<file path="src/rtl/mux_pkg.sv">
// Shared definitions for the registered round-robin stream multiplexer.
package mux_pkg;

    typedef enum logic {
        MODE_RR    = 1'b0,
        MODE_FIXED = 1'b1
    } mux_mode_e;

endpackage

</file>
<file path="src/rtl/rr_stream_mux_if.sv">
// Bundles the N-channel input streams, mode controls and single output stream.
interface rr_stream_mux_if #(
    parameter int N_CH  = 4,
    parameter int WIDTH = 8,
    parameter int SEL_W = $clog2(N_CH)
) ();

    logic [N_CH*WIDTH-1:0] in_data;
    logic [N_CH-1:0]       in_valid;
    logic [N_CH-1:0]       in_ready;
    logic                  mode;
    logic [SEL_W-1:0]      sel_fixed;
    logic [WIDTH-1:0]      out_data;
    logic                  out_valid;
    logic                  out_ready;
    logic [SEL_W-1:0]      out_ch;

    // Producers/consumer side
    modport master (
        output in_data,
        output in_valid,
        input  in_ready,
        output mode,
        output sel_fixed,
        input  out_data,
        input  out_valid,
        output out_ready,
        input  out_ch
    );

    // Multiplexer side
    modport slave (
        input  in_data,
        input  in_valid,
        output in_ready,
        input  mode,
        input  sel_fixed,
        output out_data,
        output out_valid,
        input  out_ready,
        output out_ch
    );

endinterface

</file>
<file path="src/rtl/rr_arbiter.sv">
// Combinational channel arbiter: round-robin from ptr+1, or a single fixed channel.
module rr_arbiter
    import mux_pkg::*;
#(
    parameter int N_CH  = 4,
    parameter int SEL_W = $clog2(N_CH)
) (
    input  logic [N_CH-1:0]  req,
    input  logic [SEL_W-1:0] ptr,
    input  logic             mode,
    input  logic [SEL_W-1:0] sel_fixed,
    output logic [N_CH-1:0]  grant,
    output logic [SEL_W-1:0] grant_idx,
    output logic             any_grant
);

    logic [SEL_W-1:0] cand;

    always_comb begin
        grant_idx = '0;
        any_grant = 1'b0;
        cand      = '0;
        if (mode == MODE_FIXED) begin
            // Out-of-range selects match no channel, so nothing is granted
            for (int i = 0; i < N_CH; i++) begin
                if (!any_grant && req[i] && (sel_fixed == SEL_W'(i))) begin
                    any_grant = 1'b1;
                    grant_idx = SEL_W'(i);
                end
            end
        end else begin
            for (int k = 1; k <= N_CH; k++) begin
                cand = SEL_W'((int'(ptr) + k) % N_CH);
                if (!any_grant && req[cand]) begin
                    any_grant = 1'b1;
                    grant_idx = cand;
                end
            end
        end
    end

    generate
        for (genvar gi = 0; gi < N_CH; gi++) begin : g_onehot
            assign grant[gi] = any_grant && (grant_idx == SEL_W'(gi));
        end
    endgenerate

endmodule

</file>
<file path="src/rtl/rr_stream_mux.sv">
// N-channel valid/ready stream mux with one registered output stage and
// round-robin or fixed-select arbitration.
module rr_stream_mux
    import mux_pkg::*;
#(
    parameter int N_CH  = 4,
    parameter int WIDTH = 8
) (
    input  logic          clk,
    input  logic          rst_n,
    rr_stream_mux_if.slave bus
);

    localparam int SEL_W = $clog2(N_CH);

    logic [WIDTH-1:0] ch_data [N_CH];
    logic [N_CH-1:0]  grant;
    logic [SEL_W-1:0] grant_idx;
    logic             any_grant;
    logic             load_en;

    logic [WIDTH-1:0] out_data_reg,  out_data_next;
    logic [SEL_W-1:0] out_ch_reg,    out_ch_next;
    logic             out_valid_reg, out_valid_next;
    logic [SEL_W-1:0] ptr_reg,       ptr_next;

    generate
        for (genvar gi = 0; gi < N_CH; gi++) begin : g_unpack
            assign ch_data[gi] = bus.in_data[gi*WIDTH +: WIDTH];
        end
    endgenerate

    rr_arbiter #(
        .N_CH  (N_CH),
        .SEL_W (SEL_W)
    ) u_arb (
        .req       (bus.in_valid),
        .ptr       (ptr_reg),
        .mode      (bus.mode),
        .sel_fixed (bus.sel_fixed),
        .grant     (grant),
        .grant_idx (grant_idx),
        .any_grant (any_grant)
    );

    // Output stage can take a word when empty or being drained this cycle
    assign load_en      = !out_valid_reg || bus.out_ready;
    assign bus.in_ready = grant & {N_CH{load_en & rst_n}};

    always_comb begin
        out_data_next  = out_data_reg;
        out_ch_next    = out_ch_reg;
        out_valid_next = out_valid_reg;
        ptr_next       = ptr_reg;
        if (load_en) begin
            out_valid_next = any_grant;
            if (any_grant) begin
                out_data_next = ch_data[grant_idx];
                out_ch_next   = grant_idx;
                ptr_next      = grant_idx;
            end
        end
    end

    // ptr resets to the last channel so channel 0 wins the first arbitration
    always_ff @(posedge clk or negedge rst_n) begin
        if (!rst_n) begin
            out_data_reg  <= '0;
            out_ch_reg    <= '0;
            out_valid_reg <= 1'b0;
            ptr_reg       <= SEL_W'(N_CH - 1);
        end else begin
            out_data_reg  <= out_data_next;
            out_ch_reg    <= out_ch_next;
            out_valid_reg <= out_valid_next;
            ptr_reg       <= ptr_next;
        end
    end

    assign bus.out_data  = out_data_reg;
    assign bus.out_ch    = out_ch_reg;
    assign bus.out_valid = out_valid_reg;

endmodule

</file>
<file path="src/flat_wrapper.sv">
// flat-port wrapper written by rule: the top's interface ports become plain ports
module rr_stream_mux_flat import mux_pkg::*;
#(
    parameter int N_CH  = 4,
    parameter int WIDTH = 8
)
  (clk, rst_n, bus_in_data, bus_in_valid, bus_in_ready, bus_mode, bus_sel_fixed, bus_out_data, bus_out_valid, bus_out_ready, bus_out_ch);
  rr_stream_mux_if #(.N_CH(N_CH), .WIDTH(WIDTH)) bus_i ();
  input  logic clk;
  input  logic rst_n;
  input wire logic [$bits(bus_i.in_data)-1:0] bus_in_data;
  input wire logic [$bits(bus_i.in_valid)-1:0] bus_in_valid;
  output wire logic [$bits(bus_i.in_ready)-1:0] bus_in_ready;
  input wire logic [$bits(bus_i.mode)-1:0] bus_mode;
  input wire logic [$bits(bus_i.sel_fixed)-1:0] bus_sel_fixed;
  output wire logic [$bits(bus_i.out_data)-1:0] bus_out_data;
  output wire logic [$bits(bus_i.out_valid)-1:0] bus_out_valid;
  input wire logic [$bits(bus_i.out_ready)-1:0] bus_out_ready;
  output wire logic [$bits(bus_i.out_ch)-1:0] bus_out_ch;
  assign bus_i.in_data = bus_in_data;
  assign bus_i.in_valid = bus_in_valid;
  assign bus_in_ready = bus_i.in_ready;
  assign bus_i.mode = bus_mode;
  assign bus_i.sel_fixed = bus_sel_fixed;
  assign bus_out_data = bus_i.out_data;
  assign bus_out_valid = bus_i.out_valid;
  assign bus_i.out_ready = bus_out_ready;
  assign bus_out_ch = bus_i.out_ch;
  rr_stream_mux #(.N_CH(N_CH), .WIDTH(WIDTH)) u_core (.clk(clk), .rst_n(rst_n), .bus(bus_i));
endmodule
</file>
<file path="config.mk">
export PLATFORM = sky130hd
export DESIGN_NAME = rr_stream_mux_flat
export DESIGN_NICKNAME = d
export VERILOG_FILES = /design/src/rtl/mux_pkg.sv /design/src/rtl/rr_stream_mux_if.sv /design/src/rtl/rr_arbiter.sv /design/src/rtl/rr_stream_mux.sv /design/src/flat_wrapper.sv
export SDC_FILE = /design/constraint.sdc
export NUM_CORES = 1
export LEC_CHECK = 0
export ABC_AREA = 1
export CAP_MARGIN = 20
export CELL_PAD_IN_SITES_DETAIL_PLACEMENT = 0
export CELL_PAD_IN_SITES_GLOBAL_PLACEMENT = 1
export CORE_MARGIN = 2
export CORE_UTILIZATION = 28
export CTS_BUF_LIST = sky130_fd_sc_hd__clkbuf_8
export CTS_CLUSTER_DIAMETER = 40
export DETAILED_ROUTE_END_ITERATION = 7
export GPL_ROUTABILITY_DRIVEN = 0
export PLACE_DENSITY = 0.87
export REMOVE_ABC_BUFFERS = 1
export SYNTH_ARGS = -nofsm -noshare
export SYNTH_HDL_FRONTEND = slang
export SYNTH_SLANG_ARGS = --single-unit
</file>
<file path="constraint.sdc">
create_clock -name clk -period 2.6 [get_ports clk]
set_input_delay 0.52 -clock clk [delete_from_list [all_inputs] [get_ports clk]]
set_output_delay 0.52 -clock clk [all_outputs]
set_load 0.05 [all_outputs]
</file>
# [After elaboration in Yosys (flattened, before gate mapping)]
# Cells that the tools add are included.
[totals] register_bits=13 latchBits=0 mem_bits_rw=0 mem_bits_ro=0 word_cells=81 mem_count=0
[classes] addsub=4 n_mul=0 div=0 magnitude_cmp=5 n_eq_ne=6 shifts=0 n_mux=34 bitwise=3 reduce_logical=25
[ops] cell="1-bit 2-to-1 mux" n=20
[ops] cell="8-bit binary-select mux with 2-bit select" n=1
[ops] cell="8-bit 2-to-1 mux" n=2
[ops] cell="1-bit logical AND" n=14
[ops] cell="2-bit 2-to-1 mux" n=7
[ops] cell="2-bit by 3-bit < comparator with 1-bit output (second input constant)" n=4
[ops] cell="1-bit binary-select mux with 2-bit select" n=4
[ops] cell="2-bit == test (second input constant)" n=4
[ops] cell="1-bit logical NOT" n=7
[ops] cell="2-bit by 1-bit adder with 2-bit output (second input constant)" n=2
[ops] cell="2-bit adder (second input constant)" n=2
[ops] cell="4-bit AND" n=1
[ops] cell="2-bit by 1-bit == test with 1-bit output (second input constant)" n=2
[ops] cell="2-bit logical NOT" n=2
[ops] cell="3-bit >= comparator (second input constant)" n=1
[ops] cell="2-bit inverter with 3-bit output" n=1
[ops] cell="2-bit AND reduction" n=1
[ops] cell="1-bit AND" n=1
[ops] cell="1-bit logical OR" n=1

# [Longest topological paths before layout]
# Gate-level depths: netlist of run 1.
[depth] depth_word=23 depth_mapped=18

# [Hierarchy]
# A second synthesis of run 1 with hierarchy kept.
[hier_totals] hier_cells=243 hier_area_um2=1445.1
[modules_own_cells] module="rr_stream_mux" n_inst=1 cells_per_inst=156 area_each_um2=908.4
[modules_own_cells] module="rr_arbiter" n_inst=1 cells_per_inst=87 area_each_um2=536.8

# [Least setup slack after synthesis of run 1]
# Ideal clock, no wire load.
[synth_timing] path_kind="register to output" startpoint="register u_core.ptr_reg[0]" endpoint="output bus_in_ready[0]" arrival_time_ns=2.565 required_ns=2.080 slack_ns=-0.485 path_stages_with_launch=13 cell_sequence="dfstp_2 -> buf_6 -> inv_4 -> nand2_1 -> nand2_1 -> nand2_2 -> nand2_4 -> a21oi_1 -> nand2_1 -> nand3_4 -> nand2_4 -> buf_6 -> nor3_1"
[synth_via] elab_chain_cells=20 word_cells_on_any_way=34
[synth_rtl] item="start, declared" line_no="rr_stream_mux.sv:25" rtl="logic [SEL_W-1:0] ptr_reg, ptr_next;"
[synth_rtl] item="start signal, assigned" line_no="rr_stream_mux.sv:71" rtl="ptr_reg <= SEL_W'(N_CH - 1);"
[synth_rtl] item="start signal, assigned" line_no="rr_stream_mux.sv:76" rtl="ptr_reg <= ptr_next;"
[synth_rtl] item="2-bit by 1-bit adder with 2-bit output" line_no="rr_arbiter.sv:33" rtl="cand = SEL_W'((int'(ptr) + k) % N_CH);"
[synth_rtl] item="1-bit binary-select mux with 2-bit select" line_no="rr_arbiter.sv:34" rtl="if (!any_grant && req[cand]) begin"
[synth_rtl] item="1-bit 2-to-1 mux (not written as such)" line_no="rr_arbiter.sv:34"
[synth_rtl] item="1-bit 2-to-1 mux" line_no="rr_arbiter.sv:34"
[synth_rtl] item="1-bit 2-to-1 mux" line_no="rr_arbiter.sv:23" rtl="if (mode == MODE_FIXED) begin"
[synth_rtl] item="1-bit logical NOT" line_no="rr_arbiter.sv:34"
[synth_rtl] item="1-bit logical AND" line_no="rr_arbiter.sv:34"
[synth_rtl] item="1-bit 2-to-1 mux" line_no="rr_arbiter.sv:34"
[synth_rtl] item="[4 not listed]"
[synth_rtl] item="1-bit 2-to-1 mux" line_no="rr_arbiter.sv:23"
[synth_rtl] item="1-bit logical NOT" line_no="rr_arbiter.sv:34"
[synth_rtl] item="1-bit logical AND" line_no="rr_arbiter.sv:34"
[synth_rtl] item="2-bit 2-to-1 mux" line_no="rr_arbiter.sv:34"
[synth_rtl] item="2-bit 2-to-1 mux" line_no="rr_arbiter.sv:23"
[synth_rtl] item="2-bit logical NOT" line_no="rr_arbiter.sv:44" rtl="assign grant[gi] = any_grant && (grant_idx == SEL_W'(gi));"
[synth_rtl] item="1-bit logical AND *" line_no="rr_arbiter.sv:44"
[synth_rtl] item="4-bit AND *" line_no="rr_stream_mux.sv:48" rtl="assign bus.in_ready = grant & {N_CH{load_en & rst_n}};"
[synth_rtl] item="end, declared" line_no="flat_wrapper.sv:13" rtl="output wire logic [$bits(bus_i.in_ready)-1:0] bus_in_ready;"
# Every way passes the cells marked *; elsewhere a longest branch is shown, timed or not. The select of a mux whose other input is x is not followed.

# [Worst setup path after layout of run 1]
# Ends and elaborated chain as after synthesis.

==> run_summary.xml, run 1 <==
<?xml version="1.0" encoding="UTF-8"?>
<metrics>
  <group name="timing">
    <metric name="finClkSkew" unit="ps">1.242</metric>
    <metric name="hold_viol_final" unit="">0</metric>
    <metric name="setup_repair_after_global_routing_missed_its_margin" unit="">true</metric>
    <metric name="min_period_over_period" unit="">1.061</metric>
    <metric name="transition_at_the_pin_with_the_smallest_max_transition_slack" unit="ps">505.3</metric>
    <metric name="max_freq" unit="MHz">362.5</metric>
    <metric name="worst_slew_slack_as_a_fraction_of_its_limit" unit="">0.6621</metric>
    <metric name="layout_setup_ws" unit="ps">-158.4</metric>
    <metric name="finalSetupViolations" unit="">4</metric>
    <metric name="min_period" unit="ps">2758</metric>
    <metric name="maxSlewViolCount" unit="">0</metric>
  </group>
  <group name="clock_tree">
    <metric name="cts_max_path_buffers" unit="">2</metric>
    <metric name="hold_buffers" unit="">0</metric>
    <metric name="cts.reportedPaths.clkPinSlew" unit="ps">60</metric>
    <metric name="tritoncts_num_sinks" unit="">13</metric>
    <metric name="cts_tree" unit="">done</metric>
    <metric name="cts_inserted_buffers" unit="">3</metric>
    <metric name="clockRootBuffer" unit="">sky130_fd_sc_hd__clkbuf_8</metric>
    <metric name="clk-insertion-delay-late" unit="ps">240</metric>
    <metric name="cts_htree_levels" unit="">1</metric>
  </group>
  <group name="cells_and_area">
    <metric name="number_of_antenna_diodes" unit="">0</metric>
    <metric name="syn_to_final_growth" unit="%">85.32</metric>
    <metric name="finish.net_count" unit="">336</metric>
    <metric name="largest_register_ffs" unit="">8</metric>
    <metric name="final_cells" unit="">345</metric>
    <metric name="final_layout_size_suffix_gt1_frac" unit="">0.3311</metric>
    <metric name="fillerInstances" unit="">424</metric>
    <metric name="final_core_utilization" unit="">0.5335</metric>
  </group>
  <group name="global_route">
    <metric name="globalRouteOverflowTotal" unit="">0</metric>
    <metric name="first_global_vias" unit="">1554</metric>
    <metric name="groute.layer.met1.usage" unit="">0.1982</metric>
    <metric name="groute.usage.overall" unit="">0.1562</metric>
    <metric name="grt_start_max_net_pins" unit="">17</metric>
    <metric name="top_usage_layer" unit="">met2</metric>
    <metric name="use_met2" unit="">0.2736</metric>
    <metric name="first_pass_grt_wire_length" unit="um">6437</metric>
    <metric name="antenna_found_initial" unit="">0</metric>
    <metric name="gr-usage-met3" unit="">0.03608</metric>
  </group>
  <group name="synthesis">
    <metric name="yosysSeqAreaShare" unit="">0.2652</metric>
    <metric name="avgSynthCellArea" unit="um^2">5.972</metric>
    <metric name="yosysTopAreaCell" unit="">sky130_fd_sc_hd__nand2_1</metric>
    <metric name="yosys-top-cells-area" unit="">sky130_fd_sc_hd__nand2_1 (33%), sky130_fd_sc_hd__dfrtp_1 (22%), sky130_fd_sc_hd__nand3_1 (11%), sky130_fd_sc_hd__nand2_2 (8.1%), sky130_fd_sc_hd__dfstp_2 (4.3%)</metric>
    <metric name="edff_count_synth" unit="">0</metric>
    <metric name="syn-cell-area" unit="mm^2">0.001236</metric>
    <metric name="synth-seq-cells" unit="">13</metric>
    <metric name="synth.most_common_cell" unit="">sky130_fd_sc_hd__nand2_1</metric>
    <metric name="synth_cells" unit="">207</metric>
    <metric name="yosysTopAreaCellShare" unit="">0.3279</metric>
    <metric name="synth-async-reset-ratio" unit="">1.000</metric>
    <metric name="synth_ff_type" unit="">sky130_fd_sc_hd__dfrtp_1</metric>
    <metric name="synth.yosys.warnings" unit="">0</metric>
    <metric name="yosys.cell_types.count" unit="">24</metric>
    <metric name="synth.top_cells.by_count" unit="">sky130_fd_sc_hd__nand2_1 (108), sky130_fd_sc_hd__nand3_1 (26), sky130_fd_sc_hd__nand2_2 (16), sky130_fd_sc_hd__dfrtp_1 (11), sky130_fd_sc_hd__inv_1 (11)</metric>
  </group>
  <group name="setup_path">
    <metric name="critPathLaunchType" unit="">flip-flop</metric>
    <metric name="worstSetupPathType" unit="">flip-flop to primary output</metric>
    <metric name="crit_path_max_incr_delay" unit="ps">600</metric>
    <metric name="cell_by_cell_listing_of_the_critical_path" unit="">clkinv_4, buf_6, nand2_4, nand3_2, nand2_2, nor2_4, nand3_1, nand3_1, o21ai_2, inv_2, nor3_4, buf_6, buf_12</metric>
    <metric name="crit_slowest_cell" unit="">sky130_fd_sc_hd__dfstp_2</metric>
    <metric name="endpoint_kind" unit="">primary output</metric>
    <metric name="timing.critical_path.arrival" unit="ps">2240</metric>
    <metric name="critical_path.max_fanout" unit="">6</metric>
    <metric name="critical_path_required" unit="ps">2080</metric>
  </group>
  <group name="pwr">
    <metric name="share_clk_of_total_power" unit="">0.069</metric>
    <metric name="seqPwrFrac" unit="">0.147</metric>
    <metric name="switching_share" unit="">0.5169</metric>
    <metric name="p_int" unit="uW">1240</metric>
    <metric name="leakage_power" unit="uW">0.001160</metric>
    <metric name="p_comb_frac" unit="">0.784</metric>
    <metric name="power.switching" unit="uW">1327</metric>
    <metric name="p_per_area" unit="mW/mm^2">1121</metric>
    <metric name="max-vdd-ir-drop" unit="mV">0.5138</metric>
  </group>
  <group name="floorplanning">
    <metric name="io_pins" unit="">57</metric>
    <metric name="fp.dieArea" unit="mm^2">0.004963</metric>
    <metric name="floorplan.core_area" unit="mm^2">0.004294</metric>
    <metric name="die_ht" unit="um">70.45</metric>
    <metric name="effective_utilization_at_floorplan" unit="">0.2879</metric>
    <metric name="site_row_count" unit="">24</metric>
    <metric name="fp.dieW" unit="um">70.45</metric>
  </group>
  <group name="worst_hold_path">
    <metric name="timing.hold.worst.class" unit="">flip-flop to flip-flop</metric>
  </group>
  <group name="drt">
    <metric name="detail_route.iter0.violations" unit="">40</metric>
    <metric name="post_drt_wl_per_cell" unit="um">11.26</metric>
    <metric name="detail_route.first_pass.iterations" unit="">4</metric>
    <metric name="avgViaCountPerCell" unit="">4.464</metric>
    <metric name="routed_antenna_nets" unit="">0</metric>
    <metric name="drc_errors" unit="">0</metric>
    <metric name="vias" unit="">1540</metric>
    <metric name="drt-total-wl" unit="um">3885</metric>
  </group>
  <group name="job">
    <metric name="drv.max_cap_violation_count" unit="">0</metric>
  </group>
  <group name="placement">
    <metric name="dp_slack" unit="ps">-273.7</metric>
    <metric name="numPlacedInstances" unit="">329</metric>
    <metric name="portBuffers" unit="">56</metric>
    <metric name="place.detailed.hpwl" unit="um">2872</metric>
  </group>
  <group name="run_status">
    <metric name="result_of_the_run" unit="">finished, violations left</metric>
    <metric name="violations_in_the_final_reports" unit="">setup timing</metric>
  </group>
</metrics>
## cell usage in the layout (no fill, tap or decap)
master	n
sky130_fd_sc_hd__nand3_2	3
sky130_fd_sc_hd__inv_2	4
sky130_fd_sc_hd__nor3_4	2
sky130_fd_sc_hd__buf_8	1
sky130_fd_sc_hd__dlygate4sd2_1	6
sky130_fd_sc_hd__o311ai_2	1
sky130_fd_sc_hd__clkdlybuf4s50_1	46
sky130_fd_sc_hd__inv_1	8
sky130_fd_sc_hd__clkinv_4	1
sky130_fd_sc_hd__nor2_1	3
sky130_fd_sc_hd__clkbuf_8	3
sky130_fd_sc_hd__buf_6	4
sky130_fd_sc_hd__nand3_1	24
sky130_fd_sc_hd__nand3b_1	1
sky130_fd_sc_hd__o21ai_0	2
sky130_fd_sc_hd__nand2_1	94
sky130_fd_sc_hd__dfstp_2	2
sky130_fd_sc_hd__dfrtp_1	11
sky130_fd_sc_hd__nor2_2	2
sky130_fd_sc_hd__nand2_8	1
sky130_fd_sc_hd__clkinv_2	1
sky130_fd_sc_hd__nor2_4	3
sky130_fd_sc_hd__a21oi_1	1
sky130_fd_sc_hd__nand2_2	25
sky130_fd_sc_hd__buf_12	4
sky130_fd_sc_hd__nand3_4	1
sky130_fd_sc_hd__nand2_4	6
sky130_fd_sc_hd__buf_4	30
sky130_fd_sc_hd__o21ai_2	3
## power groups by stage
stage | Combinational [uW] | Clock [uW] | Sequential (uW)
global placement | 1650 | 0 | 384
global route | 2210 | 189 | 391
CTS | 1790 | 182 | 375
floorplan | 787 | 0 | 635
detailed placement | 1650 | 0 | 379
finish | 2010 | 176 | 377
## repair_timing
item | in CTS | in global routing
gates resized for setup | 24 | 32
setup endpoints to repair | 4 | 4
buffers inserted | 6 | 6
pin swaps | 2 | 15
## logic make-up (layout without fill, tap and decap cells)
| family | Yosys count | after routing | synth area share |
|---|---|---|---|
| simple gates | 165 | 165 | 0.5992 |
| buf+inv | 22 | 108 | 0.1042 |
| flops | 13 | 13 | 0.2652 |
| compound gates | 7 | 7 | 0.03137 |
## metal layers
layer	up-vias	part of all wire	wire [um]
met3	2	0.065	251
met2	49	0.49	1892
met1	671	0.44	1724
met4	0	0.0041	16
li1	818	-	-
met5	-	0	0
## worst max-delay path, delay by kind of cell, from the launching register on
family / cells / cell delay [ps]
flops: 1 / 600
compound gates: 1 / 220
buf+inv: 5 / 610
simple gates: 7 / 570
## worst paths after layout
check                                                   start  slack, ps  depth (start not counted)                                  to
setup reg to reg                u_core.ptr_reg[1]$_DFFE_PN1P_        260                         19  u_core.bus.out_data[5]$_DFFE_PN0P_
hold / removal             u_core.bus.out_data[3]$_DFFE_PN0P_        470                          2  u_core.bus.out_data[3]$_DFFE_PN0P_
min in group asynchronous                               rst_n        550                          1  u_core.bus.out_data[4]$_DFFE_PN0P_
hold reg to reg            u_core.bus.out_data[3]$_DFFE_PN0P_        470                          2  u_core.bus.out_data[3]$_DFFE_PN0P_
max in group asynchronous                               rst_n       1620                          2  u_core.bus.out_data[7]$_DFFE_PN0P_
setup / recovery                u_core.ptr_reg[0]$_DFFE_PN1P_       -160                         13                     bus_in_ready[0]
## per-stage QoR
step	hold slack, ps	setup TNS [ps]	total power (uW)	instance area, um^2
2_1_floorplan	224.4	-2073	1422	1159
3_3_place_gp	466.3	-1101	2031	1984
3_5_place_dp	467.4	-984.0	2032	1984
4_1_cts	480.1	-345.4	2351	2133
5_1_grt	516.7	-1070	2787	2291
6_report	474.0	-577.6	2567	2291
## final cells by class
type                            count  area [um^2]  share of cell area
Multi-Input combinational cell    172        919.6              0.4014
Timing Repair Buffer               91        878.3              0.3834
Sequential cell                    13        327.8              0.1431
Tap cell                           52        65.06             0.02840
Inverter                           13        53.80             0.02348
Clock buffer                        3        41.29             0.01802
Clock inverter                      1        5.005            0.002185
Power figures use the tool's default switching activity.
==> run 2, diff against run 1 <==
HOLD_SLACK_MARGIN = 0.06   (was default)
SLEW_MARGIN = 20   (was default)
==> results of run 2 <==
Final layout, timing and power as in run 1 (identical DEF).
